File: config.mk
export PLATFORM = sky130hd
export DESIGN_NAME = bram_rmw_initiator
export DESIGN_NICKNAME = d
export VERILOG_FILES = /design/src/rtl/bram_rmw_initiator.sv
export SDC_FILE = /design/constraint.sdc
export NUM_CORES = 1
export LEC_CHECK = 0
export CAP_MARGIN = 20
export CORE_MARGIN = 1
export CORE_UTILIZATION = 50
export CTS_BUF_LIST = sky130_fd_sc_hd__clkbuf_4 sky130_fd_sc_hd__clkbuf_8
export DETAILED_ROUTE_END_ITERATION = 7
export PLACE_DENSITY = 0.93
export SYNTH_ARGS = -nofsm -noshare
export SYNTH_HDL_FRONTEND = slang
export SYNTH_SLANG_ARGS = --single-unit
export TNS_END_PERCENT = 20
File: constraint.sdc
create_clock -name clk -period 4.3 [get_ports clk]
set_input_delay 0.43 -clock clk [delete_from_list [all_inputs] [get_ports clk]]
set_output_delay 0.43 -clock clk [all_outputs]
set_load 0.01 [all_outputs]
File: src/rtl/bram_rmw_initiator.sv
// rtl/bram_rmw_initiator.sv - two-stage read/write/add engine driving a read-first dual-ported BRAM
//
// Accepts one request per cycle from a valid/ready client and returns the
// pre-update word of every request, in order, on a valid/ready response.
// Port A of the BRAM is used only for reads, port B only for writes.
//
// Ports:
//   clk, rst_n                    clock, asynchronous active-low reset
//   req_valid/req_ready           request handshake
//   req_op                        00 read, 01 write, 10 add, 11 read
//   req_addr, req_data            target word, write data / add operand
//   rsp_valid/rsp_ready, rsp_data response handshake, word before update
//   mem_ena/wea/addra/dia/doa     BRAM port A (read only, wea/dia tied 0)
//   mem_enb/web/addrb/dib         BRAM port B (write only)
//
// Build option: RMW_FORWARD_EN
//   defined   - a request to the address being committed in the same cycle
//               takes the committed word from a forwarding register.
//   undefined - such a request is held off for one cycle instead.
module bram_rmw_initiator #(
    parameter int value_width = 32,
    parameter int index_width = 8
) (
    input  logic                   clk,
    input  logic                   rst_n,
    input  logic                   req_valid,
    output logic                   req_ready,
    input  logic [1:0]             req_op,
    input  logic [index_width-1:0] req_addr,
    input  logic [value_width-1:0] req_data,
    output logic                   rsp_valid,
    input  logic                   rsp_ready,
    output logic [value_width-1:0] rsp_data,
    output logic                   mem_ena,
    output logic                   mem_wea,
    output logic [index_width-1:0] mem_addra,
    output logic [value_width-1:0] mem_dia,
    input  logic [value_width-1:0] mem_doa,
    output logic                   mem_enb,
    output logic                   mem_web,
    output logic [index_width-1:0] mem_addrb,
    output logic [value_width-1:0] mem_dib
);

    localparam logic [1:0] OP_WRITE = 2'b01;
    localparam logic [1:0] OP_ADD   = 2'b10;

    logic                   s1_valid_q, s1_valid_d;
    logic [1:0]             s1_op_q, s1_op_d;
    logic [index_width-1:0] s1_addr_q, s1_addr_d;
    logic [value_width-1:0] s1_data_q, s1_data_d;
    logic                   rsp_valid_q, rsp_valid_d;
    logic [value_width-1:0] rsp_data_q, rsp_data_d;
    logic                   fwd_hit_q, fwd_hit_d;
    logic [value_width-1:0] fwd_data_q, fwd_data_d;

    logic                   advance;
    logic                   commit_wr;
    logic                   same_addr;
    logic                   accept;
    logic                   req_ready_c;
    logic [value_width-1:0] old_word;
    logic [value_width-1:0] new_word;

    always_comb begin
        advance   = s1_valid_q && (!rsp_valid_q || rsp_ready);
        commit_wr = advance && ((s1_op_q == OP_WRITE) || (s1_op_q == OP_ADD));
        // Port A would read this address in the very cycle port B writes it,
        // and the read-first BRAM would hand back the stale word.
        same_addr = commit_wr && (req_addr == s1_addr_q);
        old_word  = fwd_hit_q ? fwd_data_q : mem_doa;
        new_word  = (s1_op_q == OP_WRITE) ? s1_data_q : old_word + s1_data_q;
`ifdef RMW_FORWARD_EN
        req_ready_c = !s1_valid_q || advance;
`else
        req_ready_c = (!s1_valid_q || advance) && !same_addr;
`endif
        accept = req_valid && req_ready_c;

        s1_valid_d = s1_valid_q;
        s1_op_d    = s1_op_q;
        s1_addr_d  = s1_addr_q;
        s1_data_d  = s1_data_q;
        if (accept) begin
            s1_valid_d = 1'b1;
            s1_op_d    = req_op;
            s1_addr_d  = req_addr;
            s1_data_d  = req_data;
        end else if (advance) begin
            s1_valid_d = 1'b0;
        end

        rsp_valid_d = rsp_valid_q;
        rsp_data_d  = rsp_data_q;
        if (advance) begin
            rsp_valid_d = 1'b1;
            rsp_data_d  = old_word;
        end else if (rsp_ready) begin
            rsp_valid_d = 1'b0;
        end

        // Forwarding state only changes on acceptance, so it survives stalls
        // together with the BRAM output it stands in for.
        fwd_hit_d  = fwd_hit_q;
        fwd_data_d = fwd_data_q;
`ifdef RMW_FORWARD_EN
        if (accept) begin
            fwd_hit_d  = same_addr;
            fwd_data_d = new_word;
        end
`else
        fwd_hit_d  = 1'b0;
`endif
    end

    always_ff @(posedge clk or negedge rst_n) begin
        if (!rst_n) begin
            s1_valid_q  <= 1'b0;
            s1_op_q     <= 2'b00;
            s1_addr_q   <= '0;
            s1_data_q   <= '0;
            rsp_valid_q <= 1'b0;
            rsp_data_q  <= '0;
            fwd_hit_q   <= 1'b0;
            fwd_data_q  <= '0;
        end else begin
            s1_valid_q  <= s1_valid_d;
            s1_op_q     <= s1_op_d;
            s1_addr_q   <= s1_addr_d;
            s1_data_q   <= s1_data_d;
            rsp_valid_q <= rsp_valid_d;
            rsp_data_q  <= rsp_data_d;
            fwd_hit_q   <= fwd_hit_d;
            fwd_data_q  <= fwd_data_d;
        end
    end

    assign req_ready = req_ready_c;
    assign rsp_valid = rsp_valid_q;
    assign rsp_data  = rsp_data_q;
    assign mem_ena   = accept;
    assign mem_wea   = 1'b0;
    assign mem_addra = req_addr;
    assign mem_dia   = '0;
    // Derived from s1_valid_q, so an asynchronous reset drops a pending write at once.
    assign mem_enb   = commit_wr;
    assign mem_web   = commit_wr;
    assign mem_addrb = s1_addr_q;
    assign mem_dib   = new_word;

endmodule

### Word level (Yosys, flattened, before mapping)

Index checks and enable logic that the tools add are counted.

* register bits: 76
* input port bits: 78

* equality and inequality tests: 3
* reduce and logical (&&, ||, !) cells: 13
* mux-type cells: 5
* $add $sub $neg: 1

Operators with widths (number)
* 32-bit adder: 1
* 32-bit two-way mux: 1
* 8-bit equality test: 1
* 1-bit logical AND: 5
* 1-bit two-way mux: 4
* 2-bit nonzero test: 2
* 1-bit zero test: 3
* 1-bit logical OR: 3
* 2-bit by 1-bit equality test with 1-bit output, second input constant: 1
* 2-bit equality test, second input constant: 1

### Depth between registers and ports, before layout

Gate-level depths: netlist (run 1).

* depth in word-level cells: 9
* gate-level depth with buffers: 10

### Least setup slack after synthesis (run 1)

No wires, ideal clock.

* path kind: input -> output
* from: input port mem_doa[0]
* to: output port mem_dib[24]
* data required time: 3870 ps
* slack: 1462 ps
* path buffers: 0
* arrival: 2408 ps
* cell stages on the path: 10
* cell sequence: ha_1 fa_1 a21o_1 nand4_1 a21oi_2 nor3_2 a21oi_1 a221oi_1 xor2_1 o21ai_1

* cells in the longest elaborated chain, start to end: 2

Ends and longest elaborated chain
* start: declaration: line 38 `input logic [value_width-1:0] mem_doa,`
* 32-bit adder: line 72 `new_word = (s1_op_q == OP_WRITE) ? s1_data_q : old_word + s1_data_q;`
* 32-bit two-way mux: line 72
* end: declaration: line 42 `output logic [value_width-1:0] mem_dib`

No other way between the ends.

### Final worst setup path (run 1)

* from: input port mem_doa[6]
* to: output port mem_dib[27]

Same word-level chain as after synthesis.

==> results.ini, run 1 <==
[logic_synthesis]
synth.most_common_cell = nand2_1
syn_area_sq_mm = 0.005291
synth_commonest_cells = nand2_1 (172), dfrtp_1 (76), buf_4 (42), mux2_2 (34), ha_1 (32)
synth_seq_cells = 76
seq_area_frac_synth_pct = 35.94
netlist_instances = 619
synthArstFlopShare_pct = 100.0
synth_edf_count = 0
synth_top_area_share_pct = 35.94
synth_flop_cell = dfrtp_1
synthTopCellsByArea = dfrtp_1 (36%), nand2_1 (12%), ha_1 (7.6%), mux2_2 (7.2%), buf_4 (6.0%)
syn_area_per_cell_sq_um = 8.548
ys_warn_count = 0
synth_cell_types = 51
yosys.area.top_type = dfrtp_1

[route]
vias_per_cell = 5.513
drtAntennaViolNets = 0
drt_pre_antenna_iters = 5
drt_iter0_drc = 266
drc = 0
routed_wl_mm = 14.68
wl_per_cell_um = 16.35
vias = 4951

[run_status]
status = complete, no violations

[global_route]
met3_usage_pct = 6.238
grt_use_total_pct = 26.90
grt_pass1_vias = 4976
grt_start_max_net_pins = 77
antenna_found_initial = 0
use_met2_pct = 44.56
grt_util_met1_pct = 32.20
grt_pass1_wl_mm = 23.63
busiest_layer = met2
overflow = 0

[timing]
fin_crit_sh_pct = 94.44
postLayoutSetupSlackWorst_ns = 0.2389
maxSlewHeadroom_pct = 35.87
finClkSkew_ns = 0.01010
rsz0062_at_grt = false
hold_viol = 0
drv_slew = 0
tns_ns = 0
max_freq_mhz = 246.2
fin_crit_ns = 4.061
final-setup-viol-count = 0
tightest_slew_ns = 0.9620

[job]
maxCapViolCount = 0

[floorplanning]
core_sq_mm = 0.01028
die-width_um = 104.9
die_h_um = 104.9
start_util_pct = 51.49
fp.dieArea_sq_mm = 0.01100
rows = 37
ios = 196

[cts]
cts_tree = built
cts_root_buf = clkbuf_8
cts_buffers = 9
numClockSinks = 76
clockBufferDepth = 2
post_cts_buffers = 0
clkTransAtPathRegs_ns = 0.08
worstSkewPairLatency_ns = 0.35
hold_buffers = 0
post_cts_resized = 0
htreeDepth = 3

[layout]
layout-drive-gt1-share_pct = 8.924
area_growth_pct = 32.14
diodes = 0
final_nets = 868

[power]
power.density_mw_per_mm2 = 427.6
power_mw = 2.990
ir_drop_v = 0.0002237
power_leakage_nw = 3.228

[worst_setup_path]
cp-end-kind = output pin
crit_type = primary input to output pin
worstPathMaxFanout = 6
cp.required_ns = 3.87
crit_path_start_kind = primary input
arrival_ns = 3.63

[place]
io_buffer_count = 162
place_ws_ns = 0.2709
hpwl_mm = 10.79
gp_congestion = 0.9481

[hold_path]
hp-class = primary input to asynchronous set/reset pin

-- registers in the layout, indices dropped and copies added, names as in the netlist --
name	cells
s1_valid_q	1
s1_op_q	2
s1_data_q	32
rsp_valid	1
mem_addrb	8
rsp_data	32
-- cells in the final DEF, fill, tap and decap left out, types with 19 or more instances in the layout --
master / synthesis / final
mux2_2: 34 / 34
nand2_1: 172 / 172
ha_1: 32 / 31
a21oi_1: 28 / 28
a21o_1: 25 / 25
dfrtp_1: 76 / 76
o21ai_0: 31 / 31
conb_1: 1 / 33
clkdlybuf4s50_1: 0 / 161
o21ai_1: 19 / 19
-- worst paths after layout --
kind,from,cells after the start,endpoint,slack [ns]
setup / recovery,mem_doa[6],11,mem_dib[27],0.24
hold / removal,rst_n,1,mem_addrb[3]$_DFFE_PN0P_,0.21
setup reg to reg,rsp_valid$_DFFE_PN0P_,9,s1_data_q[31]$_DFFE_PN0P_,1.89
hold reg to reg,s1_valid_q$_DFFE_PN0P_,2,rsp_valid$_DFFE_PN0P_,0.50
max in group asynchronous,rst_n,1,s1_data_q[21]$_DFFE_PN0P_,3.45
min in group clk,s1_valid_q$_DFFE_PN0P_,2,rsp_valid$_DFFE_PN0P_,0.50
-- area by class of cell --
class,instances,area (sq um)
Inverter,10,37.54
Multi-Input combinational cell,494,3038
Tap cell,136,170.2
Clock buffer,12,158.9
Timing Repair Buffer,166,1662
Sequential cell,76,1902
Clock inverter,4,23.77
Fill cell,791,3286
-- metal layers --
metal / vias up / part of all wire [%]
met3: 51 / 6.9
met2: 251 / 48
met1: 2320 / 41
met5: - / 0
li1: 2329 / -
met4: 0 / 3.9
-- critical path, cell delays in order --
cell             delay [ns]
clkdlybuf4s50_1        0.47
ha_1                   0.41
a2111oi_2              0.33
o21ai_1                0.19
a31oi_2                0.29
o21ai_1                0.20
nor3b_2                0.22
nor3_1                 0.27
xor2_1                 0.12
o21ai_1                0.13
clkdlybuf4s50_1        0.56
-- where the power goes --
part	internal, mW	switching (mW)	leakage (nW)
Clock	0.246	0.268	0.0995
Sequential	0.850	0.0901	0.910
Combinational	0.786	0.750	2.22
-- kinds of logic after synthesis --
kind of cell               Yosys count  synth area share (%)
adders and majority gates           33                 7.945
xor gates and xnor gates            34                 5.628
other                                1               0.07087
muxes                               34                 7.236
AOI/OAI and AO/OA                  136                 16.46
buffers and inverters               81                 9.056
and+or+nand+nor                    224                 17.66
DFF                                 76                 35.94
-- per-stage QoR --
stage               cell area (sq um)  hold WS [ns]  std cells  utilization [%]
floorplan                        5411        0.1344        651                -
global placement                 6784        0.4695        881            66.01
detailed placement               6784        0.4826        881            66.01
CTS                              6967        0.2583        897            67.79
global route                     6992        0.2893        898            68.03
finish                           6992        0.2148        898            68.03
(Power assumes the default switching activity.)
==> run 2: changes to the inputs <==
- GPL_ROUTABILITY_DRIVEN: unset -> 0
- SETUP_SLACK_MARGIN: unset -> 0.2
==> run 2 against run 1 <==
Final cell count is the same. Clock power grew 13%. Routed wire length shrank 1.1%. Global-route usage grew 0.48 points. Register-to-register slack gained 0.05 ns. Cell area grew 0.41%. First-iteration DRC count grew 18%. Non-clock buffer count is the same. Setup slack gained 0.034 ns. Via count is essentially flat. Sequential power is essentially flat.
==> results.ini, run 2 (same netlist as run 1, synthesis figures left out) <==
[timing]
max_freq_mhz = 248.3
tns_ns = 0
hold-worst-slack_ns = 0.2014
tightest_slew_ns = 0.9720
drv_slew = 0
fin_crit_sh_pct = 93.66
finClkSkew_ns = 0.01162
rsz0062_at_grt = true
final-setup-viol-count = 0
fin_crit_ns = 4.028
hold_viol = 0
maxSlewHeadroom_pct = 35.20

[worst_setup_path]
cpMostUsedCell = o21ai_1
crit_type = primary input to output pin
crit_family = compound AO/OA/AOI/OAI gates
crit_chain = clkdlybuf4s50_1 > ha_1 > a2111oi_2 > o21ai_1 > a31oi_2 > o21ai_1 > nor3b_2 > nor3_1 > xor2_1 > o21ai_1 > clkdlybuf4s50_1
reg2reg_from = rsp_valid$_DFFE_PN0P_
critPathLaunch = mem_doa[6]
arrival_ns = 3.60
slowest_stage = clkdlybuf4s50_1
crit_path_start_kind = primary input
critPathMaxStageDelay_ns = 0.58
worst-path-buf-inv = 2
worstPathMaxFanout = 6
cp-end-kind = output pin
cp.required_ns = 3.87

[cts]
clkTransAtPathRegs_ns = 0.08
htreeDepth = 3
numClockSinks = 76
worstSkewPairLatency_ns = 0.38
cts_buffers = 9
cts_tree = built
clockBufferDepth = 2
cts_root_buf = clkbuf_8

[layout]
fillers = 828
final_common_cell = nand2_1
multiInputGateArea_sq_mm = 0.003055
final_cell_mix = nand2_1 (172), clkdlybuf4s50_1 (161), dfrtp_1 (76), mux2_2 (34), conb_1 (33)
layout-drive-gt1-share_pct = 9.186
diodes = 0
final_nets = 868
area_growth_pct = 32.68
instances_no_fill = 898
seq_area_sq_mm = 0.001902

[power]
power_leakage_nw = 3.236
ir_drop_v = 0.0002232
power.density_mw_per_mm2 = 435.1

[global_route]
grt_pass1_wl_mm = 23.91
antenna_found_initial = 0
grt_pass1_vias = 4930
grt_use_total_pct = 27.38
overflow = 0
grt_start_max_net_pins = 77

[floorplanning]
ios = 196
die-width_um = 104.9
die_h_um = 104.9
start_util_pct = 51.49
rows = 37
fp.dieArea_sq_mm = 0.01100
core_sq_mm = 0.01028

[route]
drt_iter0_drc = 314
drc = 0
vias = 4955
wl_met2_mm = 7.062
drtAntennaViolNets = 0
routed_wl_mm = 14.51
wl_per_cell_um = 16.16
vias_per_cell = 5.518
wl_met3_mm = 1.088
wl_met1_mm = 5.886
topRoutingLayerUsed = met4
drt_pre_antenna_iters = 6

[place]
hpwl_mm = 10.70
io_buffer_count = 162
place_inst = 882

[job]
maxCapViolCount = 0

[run_status]
status = complete, no violations

[hold_path]
hp-class = primary input to asynchronous set/reset pin

run 2: where the power goes:
group	leakage, nW	internal (mW)	switching [mW]
combinational	2.22	0.784	0.745
clock	0.106	0.304	0.279
sequential	0.910	0.850	0.0919
run 2: timing repair:
item | CTS | global route
hold buffers | 0 | 0
gates resized for setup | 0 | 4
endpoints found under the setup margin | 0 | 7
hold endpoints to repair | 0 | 0
setup buffers | 0 | 0
run 2: path summary, 6_finish.rpt:
check	to	slack, ns	depth (start not counted)
min in group clk	s1_op_q[0]$_DFFE_PN0P_	0.49	2
max	mem_dib[27]	0.27	11
max in group asynchronous	rsp_data[13]$_DFFE_PN0P_	3.45	1
max reg2reg	s1_data_q[3]$_DFFE_PN0P_	1.94	9
min reg2reg	s1_op_q[0]$_DFFE_PN0P_	0.49	2
min	rsp_data[3]$_DFFE_PN0P_	0.20	1
run 2: stage by stage:
stage	power (mW)	utilization, %	instance area, sq um	worst slack, ns
floorplan	1.782	-	5411	1.462
global placement	2.399	66.08	6792	0.3038
detailed placement	2.456	66.08	6792	0.2499
CTS	3.051	68.09	6998	0.2386
global route	3.238	68.31	7020	0.1302
finish	3.054	68.31	7020	0.2725
run 2: routing by layer:
| metal | up-vias | GRT usage [%] |
|---|---|---|
| li1 | 2323 | - |
| met3 | 45 | 6.363 |
| met2 | 275 | 46.69 |
| met5 | - | 0 |
| met4 | 0 | 11.97 |
| met1 | 2312 | 32.95 |
run 2: layout make-up:
| class | instances | area share (%) |
|---|---|---|
| tap | 136 | 2.424 |
| clock buffer | 12 | 2.263 |
| timing repair buffer | 166 | 23.49 |
| multi-input combinational | 494 | 43.52 |
| sequential | 76 | 27.09 |
| clock inverter | 4 | 0.6772 |
| inverter | 10 | 0.5347 |
